$ cat config.mk
export PLATFORM = sky130hd
export DESIGN_NAME = mult_seq
export DESIGN_NICKNAME = d
export VERILOG_FILES = /design/src/rtl/mult_seq.sv
export SDC_FILE = /design/constraint.sdc
export NUM_CORES = 1
export LEC_CHECK = 0
export CORE_ASPECT_RATIO = 1.25
export CORE_MARGIN = 4
export CORE_UTILIZATION = 45
export CTS_CLUSTER_DIAMETER = 30
export DETAILED_ROUTE_END_ITERATION = 8
export MAX_ROUTING_LAYER = met4
export PLACE_DENSITY = 0.72
export SYNTH_ARGS = -nofsm -noshare
export SYNTH_HDL_FRONTEND = slang
export SYNTH_SLANG_ARGS = --single-unit
$ cat constraint.sdc
create_clock -name clk -period 1.85 [get_ports clk]
set_input_delay 0.2775 -clock clk [delete_from_list [all_inputs] [get_ports clk]]
set_output_delay 0.2775 -clock clk [all_outputs]
set_load 0.03 [all_outputs]
$ cat src/rtl/mult_seq.sv
`default_nettype none
// ============================================================================
// Module      : mult_seq
// Description : Sequential shift-add multiplier, WIDTH x WIDTH -> 2*WIDTH.
//               One partial-product step per clock, start/fim handshake,
//               zero-operand early-out flagged on zero_op.
//               Optional macro MULT_SEQ_SIGNED_EN selects two's complement
//               operands (sign-magnitude around the unsigned datapath).
// Revision    : 1.0 - initial release
// ============================================================================
module mult_seq #(
    parameter int WIDTH = 8
) (
    input  logic                 clk,
    input  logic                 reset,
    input  logic                 start,
    input  logic [WIDTH-1:0]     mult1,
    input  logic [WIDTH-1:0]     mult2,
    output logic [2*WIDTH-1:0]   produto,
    output logic                 fim,
    output logic                 zero_op,
    output logic                 busy
);

    localparam logic [1:0] c_IDLE  = 2'd0;
    localparam logic [1:0] c_CHECK = 2'd1;
    localparam logic [1:0] c_MUL   = 2'd2;
    localparam logic [1:0] c_DONE  = 2'd3;

    localparam int                 c_CNT_W    = $clog2(WIDTH + 1);
    localparam logic [c_CNT_W-1:0] c_CNT_ONE  = c_CNT_W'(1);
    localparam logic [c_CNT_W-1:0] c_CNT_INIT = c_CNT_W'(WIDTH);

    logic [1:0]           r_state;
    logic [1:0]           w_state_next;
    logic [WIDTH-1:0]     r_mcand;      // multiplicand
    logic [WIDTH-1:0]     r_acc_hi;     // upper half of the running product
    logic [WIDTH-1:0]     r_acc_lo;     // multiplier, shifted out as product bits shift in
    logic [c_CNT_W-1:0]   r_count;
    logic [2*WIDTH-1:0]   r_produto;
    logic                 r_fim;
    logic                 r_zero_op;
    logic                 r_busy;

    logic                 w_op_zero;
    logic [WIDTH:0]       w_sum;        // one extra bit keeps the add carry
    logic [2*WIDTH-1:0]   w_prod;
    logic [2*WIDTH-1:0]   w_result;
    logic [WIDTH-1:0]     w_op1;
    logic [WIDTH-1:0]     w_op2;

`ifdef MULT_SEQ_SIGNED_EN
    logic                 r_sign;
    logic                 w_sign;

    // Magnitudes of the operands; -2^(WIDTH-1) maps to the unsigned value 2^(WIDTH-1).
    always_comb begin
        w_op1  = mult1[WIDTH-1] ? (~mult1 + WIDTH'(1)) : mult1;
        w_op2  = mult2[WIDTH-1] ? (~mult2 + WIDTH'(1)) : mult2;
        w_sign = mult1[WIDTH-1] ^ mult2[WIDTH-1];
    end

    // Product sign captured with the operands.
    always_ff @(posedge clk or posedge reset) begin
        if (reset) begin
            r_sign <= 1'b0;
        end else if (r_state == c_IDLE && start) begin
            r_sign <= w_sign;
        end
    end

    // Apply the sign to the unsigned magnitude product; zero stays zero.
    always_comb begin
        w_result = w_prod;
        if (r_sign && (w_prod != '0)) begin
            w_result = ~w_prod + (2*WIDTH)'(1);
        end
    end
`else
    // Unsigned operation: operands and product pass straight through.
    always_comb begin
        w_op1    = mult1;
        w_op2    = mult2;
        w_result = w_prod;
    end
`endif

    // Datapath helpers: zero detect, partial-product add, assembled product.
    always_comb begin
        w_op_zero = (r_mcand == '0) || (r_acc_lo == '0);
        w_sum     = {1'b0, r_acc_hi};
        if (r_acc_lo[0]) begin
            w_sum = {1'b0, r_acc_hi} + {1'b0, r_mcand};
        end
        w_prod    = {r_acc_hi, r_acc_lo};
    end

    // Next-state logic.
    always_comb begin
        w_state_next = r_state;
        case (r_state)
            c_IDLE:  if (start) w_state_next = c_CHECK;
            c_CHECK: w_state_next = w_op_zero ? c_DONE : c_MUL;
            c_MUL:   if (r_count == c_CNT_ONE) w_state_next = c_DONE;
            c_DONE:  w_state_next = c_IDLE;
            default: w_state_next = c_IDLE;
        endcase
    end

    // State register.
    always_ff @(posedge clk or posedge reset) begin
        if (reset) begin
            r_state <= c_IDLE;
        end else begin
            r_state <= w_state_next;
        end
    end

    // Operand capture, shift-add steps and registered outputs.
    always_ff @(posedge clk or posedge reset) begin
        if (reset) begin
            r_mcand   <= '0;
            r_acc_hi  <= '0;
            r_acc_lo  <= '0;
            r_count   <= '0;
            r_produto <= '0;
            r_fim     <= 1'b0;
            r_zero_op <= 1'b0;
            r_busy    <= 1'b0;
        end else begin
            r_busy <= (w_state_next != c_IDLE);
            case (r_state)
                c_IDLE: begin
                    r_fim <= 1'b0;
                    if (start) begin
                        r_mcand  <= w_op1;
                        r_acc_lo <= w_op2;
                    end
                end
                c_CHECK: begin
                    r_acc_hi <= '0;
                    if (w_op_zero) begin
                        r_zero_op <= 1'b1;
                        r_acc_lo  <= '0;
                    end else begin
                        r_zero_op <= 1'b0;
                        r_count   <= c_CNT_INIT;
                    end
                end
                c_MUL: begin
                    r_acc_hi <= w_sum[WIDTH:1];
                    r_acc_lo <= {w_sum[0], r_acc_lo[WIDTH-1:1]};
                    r_count  <= r_count - c_CNT_ONE;
                end
                c_DONE: begin
                    r_produto <= w_result;
                    r_fim     <= 1'b1;
                end
                default: ;
            endcase
        end
    end

    assign produto = r_produto;
    assign fim     = r_fim;
    assign zero_op = r_zero_op;
    assign busy    = r_busy;

endmodule
`default_nettype wire

Word level (Yosys, flattened, before mapping)

Cells that the tools add are included.

Multipliers: 0
$lt $le $gt $ge: 0
Add/subtract/negate cells: 2
Divide/modulo/power cells: 0
Reduce and logical (&&, ||, !) cells: 11
Bitwise operators: 0
Shifts and indexed selects: 0
Equal/unequal tests: 7
Multiplexer cells: 13

Operator list:

| kind                                                | count |
|---|---|
| one-hot mux 8 bit (3 select lines)                  | 1 |
| logical NOT 8 bit                                   | 2 |
| 2-to-1 mux 8 bit                                    | 2 |
| one-hot mux 8 bit (2 select lines)                  | 1 |
| adder 8 x 8 -> 9 bit                                | 1 |
| 2-to-1 mux 9 bit                                    | 1 |
| one-hot mux 2 bit (4 select lines)                  | 1 |
| one-hot mux 4 bit (2 select lines)                  | 1 |
| inequality test 2 bit, second input constant        | 3 |
| nonzero test 2 bit                                  | 3 |
| equality test 2 bit, second input constant          | 2 |
| equality test 4 x 1 -> 1 bit, second input constant | 1 |
| 2-to-1 mux 2 bit                                    | 2 |
| 2-to-1 mux 4 bit                                    | 1 |
| AND reduction 2 bit                                 | 2 |
| subtractor 4 x 1 -> 4 bit, second input constant    | 1 |
| AND reduction 3 bit                                 | 1 |
| nonzero test 3 bit                                  | 1 |
| equality test 2 x 1 -> 1 bit, second input constant | 1 |
| logical NOT 2 bit                                   | 1 |
| 2-to-1 mux 1 bit                                    | 2 |
| one-hot mux 1 bit (2 select lines)                  | 1 |
| logical OR 1 bit                                    | 1 |

Memories kept: 0
Bits in read-only memories: 0
Bits in registers: 49
Memory bits (writable): 0
Latch bits: 0
Output and inout bits: 19
Input port bits: 19
Logic and storage cells: 42

Depth between registers and ports, before layout

Gate-level depths: netlist of run 1.

Word-level depth: 5
Depth in mapped cells: 8
Mapped depth without buffers: 8

Worst setup path before layout of run 1

No wires, ideal clock.

Path type: register to register
Start point: register r_state[0]
End point: register r_acc_lo[1]
Cell stages (with the launch flop): 8
Slack: -57 ps
Arrival: 1782 ps
Cells stage by stage: dfrtp_1 inv_1 ha_1 and2_1 clkbuf_1 clkbuf_1 a22o_1 mux2_2

Word-level cells in the longest chain between the ends: 3
Elaborated cells between the ends (all ways): 8
Those cells by class: eq/ne (4); mux (1); reduce/logical (3)

Ends and longest elaborated chain:

| item                                                                         | line | RTL |
|---|---|---|
| start: declaration                                                           | 34   | `logic [1:0] r_state;` |
| start signal: assignment                                                     | 113  | `r_state <= c_IDLE;` |
| start signal: assignment                                                     | 115  | `r_state <= w_state_next;` |
| equality test 2 x 1 -> 1 bit (tied with other cells)                         | 132  | `case (r_state)` |
| inequality test 2 bit (no line) / nonzero test 3 bit (equally long branches) | --   |  |
| AND reduction 3 bit (no line)                                                | --   |  |
| end signal: assignment                                                       | 137  | `r_acc_lo <= w_op2;` |
| end signal: assignment                                                       | 152  | `r_acc_lo <= {w_sum[0], r_acc_lo[WIDTH-1:1]};` |
| end: declaration                                                             | 38   | `logic [WIDTH-1:0] r_acc_lo;` |

Several ways; a longest one is shown, not always the timed one.
A chain may end at the register's enable or synchronous reset.

Final worst setup path of run 1

Start point: register r_acc_lo[3]
End point: register r_acc_lo[3]

Word-level cells in the longest chain between the ends: 4

Ends and longest elaborated chain:

| item                            | line | RTL |
|---|---|---|
| logical NOT 8 bit               | 90   | `w_op_zero = (r_mcand == '0) \|\| (r_acc_lo == '0);` |
| logical OR 1 bit                | 90   |  |
| inequality test 2 bit (no line) | --   |  |
| AND reduction 3 bit (no line)   | --   |  |

No other way between the ends.

==> flow_summary.yaml, run 1 <==
synth:
  synth-async-reset-ratio_pct: 100.0
  synthesis.area_um2: 2541
  post_syn_instances: 221
  synth_area_leaders: "sky130_fd_sc_hd__dfrtp_1 (48%), sky130_fd_sc_hd__mux2_2 (14%), sky130_fd_sc_hd__ha_1 (7.9%)"
  yosysUniqueCellTypes: 40
  synth_sequential_area_ratio_pct: 48.25
  postSynthNetCount: 257
  ys_seq_elements: 49
  synth_area_leader_cell: "sky130_fd_sc_hd__dfrtp_1"
  yosys.cell_count.top_type: "sky130_fd_sc_hd__dfrtp_1"
  post_synth.cell_area_avg_um2: 11.50
  prevailing_post_synth_register_cell: "sky130_fd_sc_hd__dfrtp_1"
  number_of_enable_type_register_cells_in_the_synthesized_netlist: 0
  synth_top_area_share_pct: 48.25
  ys.warnings.count: 0
  synthTopCellsByCount: "sky130_fd_sc_hd__dfrtp_1 (49), sky130_fd_sc_hd__mux2_2 (32), sky130_fd_sc_hd__ha_1 (16), sky130_fd_sc_hd__a21oi_1 (14), sky130_fd_sc_hd__nand2_1 (13)"
routing:
  remaining_drc_errors: 0
  vias_per_cell: 5.594
  drt-total-wl_mm: 5.869
  drt_iter0_drc: 90
  vias: 2025
  wire_per_inst_um: 16.21
  post_detailed_route_count_of_antenna_violating_nets: 0
  drtPass1Iterations: 4
placed_design:
  finalWeightedCongestion: 0.9098
  placedCellCount: 352
  place_worst_setup_slack_ns: -0.1025
  hpwlAfterDp_mm: 4.159
  placement.io_buffers: 37
floorplan:
  design.portCount: 38
  initial_core_util_pct: 46.69
  core_um2: 5443
  std_cell_rows: 30
  die_height_um: 92.02
  design.die.area_um2: 6921
  die_w_um: 75.22
power:
  comb_power_share_pct: 61.3
  power.share.switching_pct: 39.91
  net_switching_component_of_the_power_mw: 2.670
  power_frac_clock_pct: 10.6
  pwr_density_cell_nw_per_um2: 1902
  power.ir.vdd_worst_v: 0.0008018
  internal_power_mw: 4.020
  power_leakage_nw: 1.574
  power.total_mw: 6.691
  share_seq_of_total_power_pct: 28.1
outcome:
  status: "finished with violations"
  failed_checks: "setup timing"
worst_setup_path:
  type_of_destination_of_the_critical_path: "flip-flop"
  arrival_ns: 2.10
  critical_path.top_delay_family: "simple AND/OR/NAND/NOR gates"
  critical_path_depth: 6
  crit_slowest_cell: "sky130_fd_sc_hd__dfrtp_1"
  crit_chain: "nor4_2 > nand2_1 > and2_4 > a221oi_4 > buf_6 > mux2_2"
  r2r_slack_ns: -0.05
  crit_path_start_kind: "flip-flop"
  worst_setup_path_endpoint: "r_acc_lo[3]"
  r2r_cells: 6
  worst_ep_required_time_ns: 2.05
  setup.worst_path.class: "flip-flop to flip-flop"
  critical_path.reg2reg.startpoint: "r_acc_lo[3]"
  regToRegEndpoint: "r_acc_lo[3]"
  launching_element_of_the_worst_setup_path: "r_acc_lo[3]"
  critical_path_peak_fanout: 8
  critPathMaxStageDelay_ns: 0.40
  buf_inv_stages_crit_path: 1
cts:
  clk_latency_ns: 0.31
  cts_root_buf: "sky130_fd_sc_hd__clkbuf_8"
  clock_transition_at_the_registers_of_the_reported_paths_ns: 0.09
  cts_buffer_depth: 2
  numClockSinks: 49
  cts_inserted_buffers: 5
  cts_tree: "built"
  clock_tree.htree_level_count: 2
global_routing:
  number_of_antenna_violations_at_the_first_check_in_global_routing: 0
  first_global_vias: 2122
  grt_max_degree: 50
  grt_first_pass_wirelength_mm: 9.632
  globalRouteOverflowTotal: 0
  globalRouteTotalUtil_pct: 18.46
finish:
  final_layout_size_suffix_gt1_share_pct: 34.90
  final_nets: 333
  n_antenna_cell: 0
  area_growth_syn_to_layout_pct: 38.40
  final_cells: 362
sta:
  slew_viol_final: 0
  finalHoldViolations: 0
  clock-skew-final_ns: 0.004855
  unrepaired_setup_endpoints_after_global_routing: "yes"
  worst_slew_pin_slew_ns: 0.3945
  worst_slack_ns: -0.05238
  maxSlewHeadroom_pct: 73.67
  max_freq_mhz: 525.7
  final.period_utilization_pct: 102.8
  post-route-min-period_ns: 1.902
  setup_violations: 8
flow_run:
  drv.max_cap_violation_count: 0
worst_hold_path:
  hp-class: "input port to async pin"
==> per-layer routing <==
layer	GRT usage (%)	up-vias	routed length, um
met5	-	-	0
met4	7.434	0	156
met3	3.289	12	148
met2	29.80	38	3058
met1	22.55	1023	2506
li1	-	952	-
==> final cells by class <==
cell class,instances,area [um2]
multi-input combinational,151,1366
clock buffer,7,96.34
fill,412,1926
inverter,12,45.04
tap,64,80.08
clock inverter,1,5.005
sequential,49,1226
timing repair buffer,78,698.2
==> cells by family after synthesis <==
group                    Yosys count  synth area share, %
AO/OA/AOI/OAI                     46                13.49
XOR/XNOR                           2               0.6894
adder cells (fa/ha/maj)           17                8.666
buffers and inverters             21                3.151
flip-flops                        49                48.25
multiplexers                      37                16.15
AND/OR/NAND/NOR                   49                9.602
==> flip-flops by register name, indices dropped and copies added (netlist names), 2 cells and up <==
register and cells:
produto 16, r_acc_hi 8, r_acc_lo 8, r_mcand 8, r_count 4, r_state 2
==> power groups by stage <==
stage | logic [mW] | clock network [mW] | registers, mW
floorplan | 2.02 | 0 | 2.18
global placement | 3.73 | 0 | 1.85
detailed placement | 3.81 | 0 | 1.86
CTS | 3.92 | 0.715 | 1.86
global route | 4.46 | 0.757 | 1.94
finish | 4.10 | 0.711 | 1.88
==> timing repair <==
action	4_1_cts	5_1_grt
setup buffers	2	1
hold buffers	0	0
gates cloned	0	0
endpoints found under the setup margin	9	14
gates resized for setup	11	14
pin swaps	4	9
==> layout by cell type, fill, tap and decap left out, types with 2 or more instances in the layout <==
master,instances
sky130_fd_sc_hd__clkdlybuf4s50_1,37
sky130_fd_sc_hd__o21a_1,3
sky130_fd_sc_hd__nor2b_1,5
sky130_fd_sc_hd__mux2_4,3
sky130_fd_sc_hd__nand2_1,13
sky130_fd_sc_hd__a311o_1,2
sky130_fd_sc_hd__o21ai_0,5
sky130_fd_sc_hd__buf_4,38
sky130_fd_sc_hd__dfrtp_1,49
sky130_fd_sc_hd__a21oi_1,11
sky130_fd_sc_hd__nor3_1,4
sky130_fd_sc_hd__mux2i_1,5
sky130_fd_sc_hd__a21oi_2,3
sky130_fd_sc_hd__buf_6,2
sky130_fd_sc_hd__inv_1,9
sky130_fd_sc_hd__clkbuf_8,7
sky130_fd_sc_hd__nor4_2,3
sky130_fd_sc_hd__ha_1,11
sky130_fd_sc_hd__ha_4,4
sky130_fd_sc_hd__a22o_1,7
sky130_fd_sc_hd__inv_2,2
sky130_fd_sc_hd__nor2_1,7
sky130_fd_sc_hd__o2bb2ai_1,3
sky130_fd_sc_hd__xnor2_1,2
sky130_fd_sc_hd__nand3_1,7
sky130_fd_sc_hd__or3_1,2
sky130_fd_sc_hd__mux2_2,29
==> metrics by stage <==
stage / hold slack, ns / utilization (%) / setup TNS, ns / area, um2
after CTS: 0.3347 / 63.08 / -0.004725 / 3433
after floorplan: 0.4281 / - / -0.3911 / 2556
after detailed placement: 0.4955 / 60.21 / -0.7281 / 3277
after global routing: 0.3645 / 64.62 / -0.7635 / 3517
after global placement: 0.4896 / 60.21 / -0.4856 / 3277
final: 0.3158 / 64.62 / -0.2575 / 3517
==> tightest hold or removal path, stage by stage <==
cell,delay [ns]
sky130_fd_sc_hd__clkdlybuf4s50_1,0.41
sky130_fd_sc_hd__inv_2,0.07
sky130_fd_sc_hd__buf_12,0.25
==> worst min-delay path by stage <==
stage	end	from	cells past startpoint
finish	fim	reset	3
global route	r_acc_lo[4]	reset	3
CTS	fim	reset	3
detailed placement	produto[9]	produto[9]	1
global placement	produto[10]	produto[10]	1
floorplan	r_mcand[0]	mult1[0]	1
Note: power is estimated with default switching activity, not from simulation.
==> run 2: changes to the inputs <==
Settings changed: SLEW_MARGIN from default to 0.
==> results of run 2 <==
No change in the layout: final DEF, timing and power equal those of run 1.
